--- src/rtl/periph_bus_pkg.sv ---
// rtl/periph_bus_pkg.sv - shared types and default address map for the peripheral bus decoder
package periph_bus_pkg;

  typedef enum logic [1:0] {
    IDLE   = 2'd0,
    ACCESS = 2'd1,
    RESP   = 2'd2
  } state_t;

  localparam logic FAULT_UNMAPPED = 1'b0;
  localparam logic FAULT_TIMEOUT  = 1'b1;

  localparam logic [31:0] DMEM_BASE  = 32'h1000_0000;
  localparam logic [31:0] DMEM_MASK  = 32'hF000_0000;
  localparam logic [31:0] TBMAN_BASE = 32'h8000_F000;
  localparam logic [31:0] TBMAN_MASK = 32'hFFFF_F000;

endpackage

--- src/rtl/periph_bus_decoder_addr_region_match.sv ---
// rtl/periph_bus_decoder_addr_region_match.sv - combinational base/mask window matcher
// Lowest-indexed matching window wins on overlap.
module addr_region_match
  import periph_bus_pkg::*;
#(
  parameter int                       NUM_SLAVES = 2,
  parameter logic [NUM_SLAVES*32-1:0] SLAVE_BASE = {TBMAN_BASE, DMEM_BASE},
  parameter logic [NUM_SLAVES*32-1:0] SLAVE_MASK = {TBMAN_MASK, DMEM_MASK},
  localparam int                      IDX_W      = (NUM_SLAVES > 1) ? $clog2(NUM_SLAVES) : 1
) (
  input  logic [31:0]      addr,
  output logic             hit,
  output logic [IDX_W-1:0] idx
);

  // Scan from the top so the lowest matching index is the last one written.
  always_comb begin
    hit = 1'b0;
    idx = '0;
    for (int i = NUM_SLAVES - 1; i >= 0; i--) begin
      if ((addr & SLAVE_MASK[i*32 +: 32]) == SLAVE_BASE[i*32 +: 32]) begin
        hit = 1'b1;
        idx = i[IDX_W-1:0];
      end
    end
  end

endmodule

--- src/rtl/periph_bus_decoder.sv ---
// rtl/periph_bus_decoder.sv - address decoder and single-outstanding transaction sequencer
// Drives a registered chip select per slave, enforces an ack timeout and logs first fault.
module periph_bus_decoder
  import periph_bus_pkg::*;
#(
  parameter int                       NUM_SLAVES = 2,
  parameter logic [NUM_SLAVES*32-1:0] SLAVE_BASE = {TBMAN_BASE, DMEM_BASE},
  parameter logic [NUM_SLAVES*32-1:0] SLAVE_MASK = {TBMAN_MASK, DMEM_MASK},
  parameter int                       TIMEOUT    = 16
) (
  input  logic                     clk,
  input  logic                     reset,
  input  logic                     m_req,
  input  logic                     m_we,
  input  logic [31:0]              m_addr,
  input  logic [31:0]              m_wdata,
  input  logic [3:0]               m_be,
  output logic                     m_ready,
  output logic                     m_err,
  output logic [31:0]              m_rdata,
  output logic [NUM_SLAVES-1:0]    s_cs_n,
  output logic                     s_we,
  output logic [31:0]              s_addr,
  output logic [31:0]              s_wdata,
  output logic [3:0]               s_be,
  input  logic [NUM_SLAVES-1:0]    s_ack,
  input  logic [NUM_SLAVES*32-1:0] s_rdata,
  output logic                     fault_valid,
  output logic                     fault_cause,
  output logic [31:0]              fault_addr,
  input  logic                     fault_clr
);

  localparam int IDX_W = (NUM_SLAVES > 1) ? $clog2(NUM_SLAVES) : 1;
  localparam int TW    = $clog2(TIMEOUT + 1);
  localparam logic [TW-1:0] TMAX = TW'(TIMEOUT - 1);

  state_t           state, state_next;
  logic [IDX_W-1:0] sel;
  logic [TW-1:0]    timer;
  logic             hit;
  logic [IDX_W-1:0] hit_idx;
  logic             sel_ack;
  logic [31:0]      sel_rdata;
  logic             accept, go_resp, resp_err;
  logic             fault_ev, fault_ev_cause;
  logic [31:0]      fault_ev_addr;

  addr_region_match #(
    .NUM_SLAVES(NUM_SLAVES),
    .SLAVE_BASE(SLAVE_BASE),
    .SLAVE_MASK(SLAVE_MASK)
  ) u_match (
    .addr(m_addr),
    .hit (hit),
    .idx (hit_idx)
  );

  always_comb begin
    sel_ack   = 1'b0;
    sel_rdata = '0;
    for (int i = 0; i < NUM_SLAVES; i++) begin
      if (sel == i[IDX_W-1:0]) begin
        sel_ack   = s_ack[i];
        sel_rdata = s_rdata[i*32 +: 32];
      end
    end
  end

  always_comb begin
    state_next     = state;
    accept         = 1'b0;
    go_resp        = 1'b0;
    resp_err       = 1'b0;
    fault_ev       = 1'b0;
    fault_ev_cause = FAULT_UNMAPPED;
    fault_ev_addr  = m_addr;
    case (state)
      IDLE: begin
        if (m_req) begin
          if (hit) begin
            accept     = 1'b1;
            state_next = ACCESS;
          end else begin
            state_next = RESP;
            go_resp    = 1'b1;
            resp_err   = 1'b1;
            fault_ev   = 1'b1;
          end
        end
      end
      ACCESS: begin
        // An ack on the final timer count still counts as success.
        if (sel_ack) begin
          state_next = RESP;
          go_resp    = 1'b1;
        end else if (timer == TMAX) begin
          state_next     = RESP;
          go_resp        = 1'b1;
          resp_err       = 1'b1;
          fault_ev       = 1'b1;
          fault_ev_cause = FAULT_TIMEOUT;
          fault_ev_addr  = s_addr;
        end
      end
      RESP:    state_next = IDLE;
      default: state_next = IDLE;
    endcase
  end

  always_ff @(posedge clk) begin
    if (reset) begin
      state       <= IDLE;
      sel         <= '0;
      timer       <= '0;
      s_cs_n      <= '1;
      s_we        <= 1'b0;
      s_addr      <= '0;
      s_wdata     <= '0;
      s_be        <= '0;
      m_ready     <= 1'b0;
      m_err       <= 1'b0;
      m_rdata     <= '0;
      fault_valid <= 1'b0;
      fault_cause <= FAULT_UNMAPPED;
      fault_addr  <= '0;
    end else begin
      state   <= state_next;
      m_ready <= go_resp;
      m_err   <= go_resp & resp_err;
      if (accept) begin
        s_we    <= m_we;
        s_addr  <= m_addr;
        s_wdata <= m_wdata;
        s_be    <= m_be;
        sel     <= hit_idx;
        timer   <= '0;
        s_cs_n  <= ~(NUM_SLAVES'(1) << hit_idx);
      end else if (state == ACCESS) begin
        if (state_next != ACCESS) s_cs_n <= '1;
        else                      timer  <= timer + 1'b1;
      end
      if (go_resp) begin
        if (resp_err)   m_rdata <= '0;
        else if (!s_we) m_rdata <= sel_rdata;
      end
      // A clear coinciding with a new fault lets the new fault in.
      if (fault_ev && (!fault_valid || fault_clr)) begin
        fault_valid <= 1'b1;
        fault_cause <= fault_ev_cause;
        fault_addr  <= fault_ev_addr;
      end else if (fault_clr) begin
        fault_valid <= 1'b0;
      end
    end
  end

endmodule

--- config.mk ---
export PLATFORM = sky130hd
export DESIGN_NAME = periph_bus_decoder
export DESIGN_NICKNAME = d
export VERILOG_FILES = /design/src/rtl/periph_bus_pkg.sv /design/src/rtl/periph_bus_decoder_addr_region_match.sv /design/src/rtl/periph_bus_decoder.sv
export SDC_FILE = /design/constraint.sdc
export NUM_CORES = 1
export LEC_CHECK = 0
export BUFFER_PORTS_ARGS = -buffer_cell sky130_fd_sc_hd__buf_4
export CAP_MARGIN = 0
export CORE_MARGIN = 3
export CORE_UTILIZATION = 51
export CTS_CLUSTER_SIZE = 25
export DETAILED_ROUTE_END_ITERATION = 8
export PLACE_DENSITY = 0.9
export SYNTH_ARGS = -nofsm -noshare
export SYNTH_HDL_FRONTEND = slang
export SYNTH_SLANG_ARGS = --single-unit
--- constraint.sdc ---
create_clock -name clk -period 4.6 [get_ports clk]
set_clock_uncertainty 0.15 [all_clocks]
set_input_delay 0.92 -clock clk [delete_from_list [all_inputs] [get_ports clk]]
set_output_delay 0.92 -clock clk [all_outputs]
set_load 0.02 [all_outputs]
==> flow_summary.json <==
{
  "dieHeight_um": 115,
  "core_region_area_um2": 11600,
  "syn_area_um2": 6090,
  "vdd_drop_max_mv": 0.262,
  "setup_viol": 0,
  "port_buffers": 277,
  "grt_max_degree": 67,
  "clkTransAtPathRegs_ns": 0.06,
  "syn_inst": 623,
  "vias": 5606,
  "power.leakage_uw": 0.00373,
  "cts_tree": "yes",
  "num_rows": 39,
  "cp_max_fo": 35,
  "arrival_ns": 3.45,
  "cts_max_path_buffers": 2,
  "io_pins": 278,
  "hold_viol": 0,
  "die_area_um2": 13300,
  "diodes": 0,
  "wl_um": 18400,
  "ys_types": 43,
  "timing.final.crit_share": 0.728,
  "seq_area_frac_synth": 0.483,
  "synth_top_area_cell": "dfxtp_1",
  "place_congestion": 0.802,
  "drt-vias-per-instance": 5.42,
  "synth_edf_count": 0,
  "grt_pass1_vias": 5547,
  "ant_nets": 0,
  "utilization": 0.759,
  "antenna_found_initial": 0,
  "rsz0062_at_grt": "false",
  "holdBufCountCts": 0,
  "drive_gt1_frac": 0.425,
  "async_reset_ff_frac": 0,
  "cts_sinks": 147,
  "ys_seq_elements": 147,
  "p_per_area_nw_per_um2": 353,
  "root_buffer": "clkbuf_16",
  "outcome": "finished clean",
  "start_kind": "flip-flop",
  "end_kind": "flip-flop",
  "timing.slew.headroom": 0.227,
  "initial_utilization": 0.527,
  "first_pass_iters": 4,
  "period_needed_ns": 3.35,
  "worst_pin_slew_ns": 1.16,
  "final_cell_count_no_fill": 1034,
  "synth.avg_cell_area_um2": 9.78,
  "yosysWarnings": 0,
  "die_w_um": 115,
  "placed_cells": 1002,
  "fin_tns_setup_ns": 0,
  "postCtsSetupRepairBufs": 0,
  "min_path_type": "flip-flop to flip-flop",
  "syn_to_final_growth_pct": 44.1,
  "stdcell_area_um2": 8780,
  "maxSlewViolCount": 0,
  "drt-initial-drc-count": 457,
  "cts_max_level": 4,
  "grt_usage": 0.274,
  "fin_nets": 1019,
  "synth_top_area_share": 0.483,
  "postCtsResizedCells": 0,
  "drc_errors": 0,
  "synth_ff_type": "dfxtp_1",
  "critPathKind": "flip-flop to flip-flop",
  "fmax_mhz": 299,
  "dp_hpwl_um": 12900,
  "cp.required_ns": 4.71,
  "yosys-top-cells-area": "dfxtp_1 48%, mux2i_1 11%, nor2_1 6.7%, mux2_2 5.9%, nand2_1 4.0%",
  "cts_made_buffers": 17,
  "globalRoute.totalOverflow": 0,
  "worst_skew_pair.late_latency_ns": 0.41,
  "grt_pass1_wl_um": 28600,
  "maxCapViolations": 0,
  "synth_nets": 764,
  "whs_ns": 0.343,
  "place_area_um2": 8170,
  "detail_route.wl_per_cell_um": 17.8
}
[flip-flops by register name, summed over array words and instances, names as in the netlist]
register,flops
fault_addr,32
fault_cause,1
fault_valid,1
m_err,1
m_rdata,32
m_ready,1
s_addr,32
s_be,4
s_cs_n,2
s_wdata,32
s_we,1
sel,1
state,2
timer,5
[through the flow]
step / setup WS [ns] / total power (µW)
floorplan: 1.92 / 1540
CTS: 1.27 / 3120
finish: 1.25 / 3100
global placement: 1.09 / 1700
global route: 1.10 / 3210
detailed placement: 1.03 / 1710
[worst max-delay path: stages, from the launching register on]
cell      delay, ns
dfxtp_1        0.31
buf_4          0.39
mux2_4         0.38
or3_1          0.36
buf_4          0.27
a21boi_4       0.16
buf_4          0.38
and2_1         0.19
buf_4          0.38
a311oi_2       0.18
[cell usage in the layout (no fill, tap or decap), types with 3 or more instances in the layout]
cell type and n:
clkbuf_16 17, nor3_1 7, mux2i_1 67, bufinv_16 3, nor4_1 3, nand2_1 65
a22oi_1 32, dfxtp_1 147, a21oi_1 26, a311oi_2 10, nor3b_1 3, a21oi_2 10
mux2_2 32, clkinvlp_4 5, inv_1 4, buf_4 288, nor2_1 108, and2_1 3
a311oi_1 22
[kinds of logic after synthesis]
kind of cell | after synthesis | share of synthesized area
XOR/XNOR | 3 | 0.00431
AO/OA/AOI/OAI | 110 | 0.147
AND/OR/NAND/NOR | 205 | 0.141
multiplexers | 100 | 0.172
buffers and inverters | 56 | 0.0489
flip-flops | 147 | 0.483
adder cells (fa/ha/maj) | 2 | 0.00411
[worst paths after layout]
check	startpoint	end	slack [ns]	depth (start not counted)
setup / recovery	sel$_SDFFE_PP0P_	fault_addr[19]$_SDFFE_PP0P_	1.25	9
hold reg to reg	s_addr[30]$_SDFFE_PP0P_	s_addr[30]$_SDFFE_PP0P_	0.34	1
hold / removal	s_addr[30]$_SDFFE_PP0P_	s_addr[30]$_SDFFE_PP0P_	0.34	1
setup reg to reg	sel$_SDFFE_PP0P_	fault_addr[19]$_SDFFE_PP0P_	1.25	9
[power breakdown]
part | total (µW) | internal, µW | switching, µW
Clock | 1420 | 861 | 555
Sequential | 1330 | 1310 | 22.0
Combinational | 349 | 176 | 173
[synthesized netlist by cell type (all sizes together) (3+ instances only)]
cell type	instances
a21oi	36
clkbuf	32
dfxtp	147
buf	20
mux2i	67
a22oi	32
mux2	33
a311oi	32
nor3	10
nand2	65
inv	4
nor3b	3
nor4	3
and2	4
nor2	108
[layer usage]
metal	global-route usage	vias to the layer above	routed length, µm
met1	0.318	2655	7130
met4	0.0947	0	532
met2	0.455	223	9150
met3	0.116	36	1600
met5	0	-	0
li1	-	2692	-
[layout make-up]
class / instances / area (µm²)
flip-flops and latches: 147 / 2940
fillers: 806 / 2790
clock inverters: 14 / 179
repair buffers: 288 / 2160
multi-input cells: 420 / 2870
inverters: 4 / 15.0
clock buffers: 18 / 429
well taps: 143 / 179
Note: power is estimated with default switching activity, not from simulation.
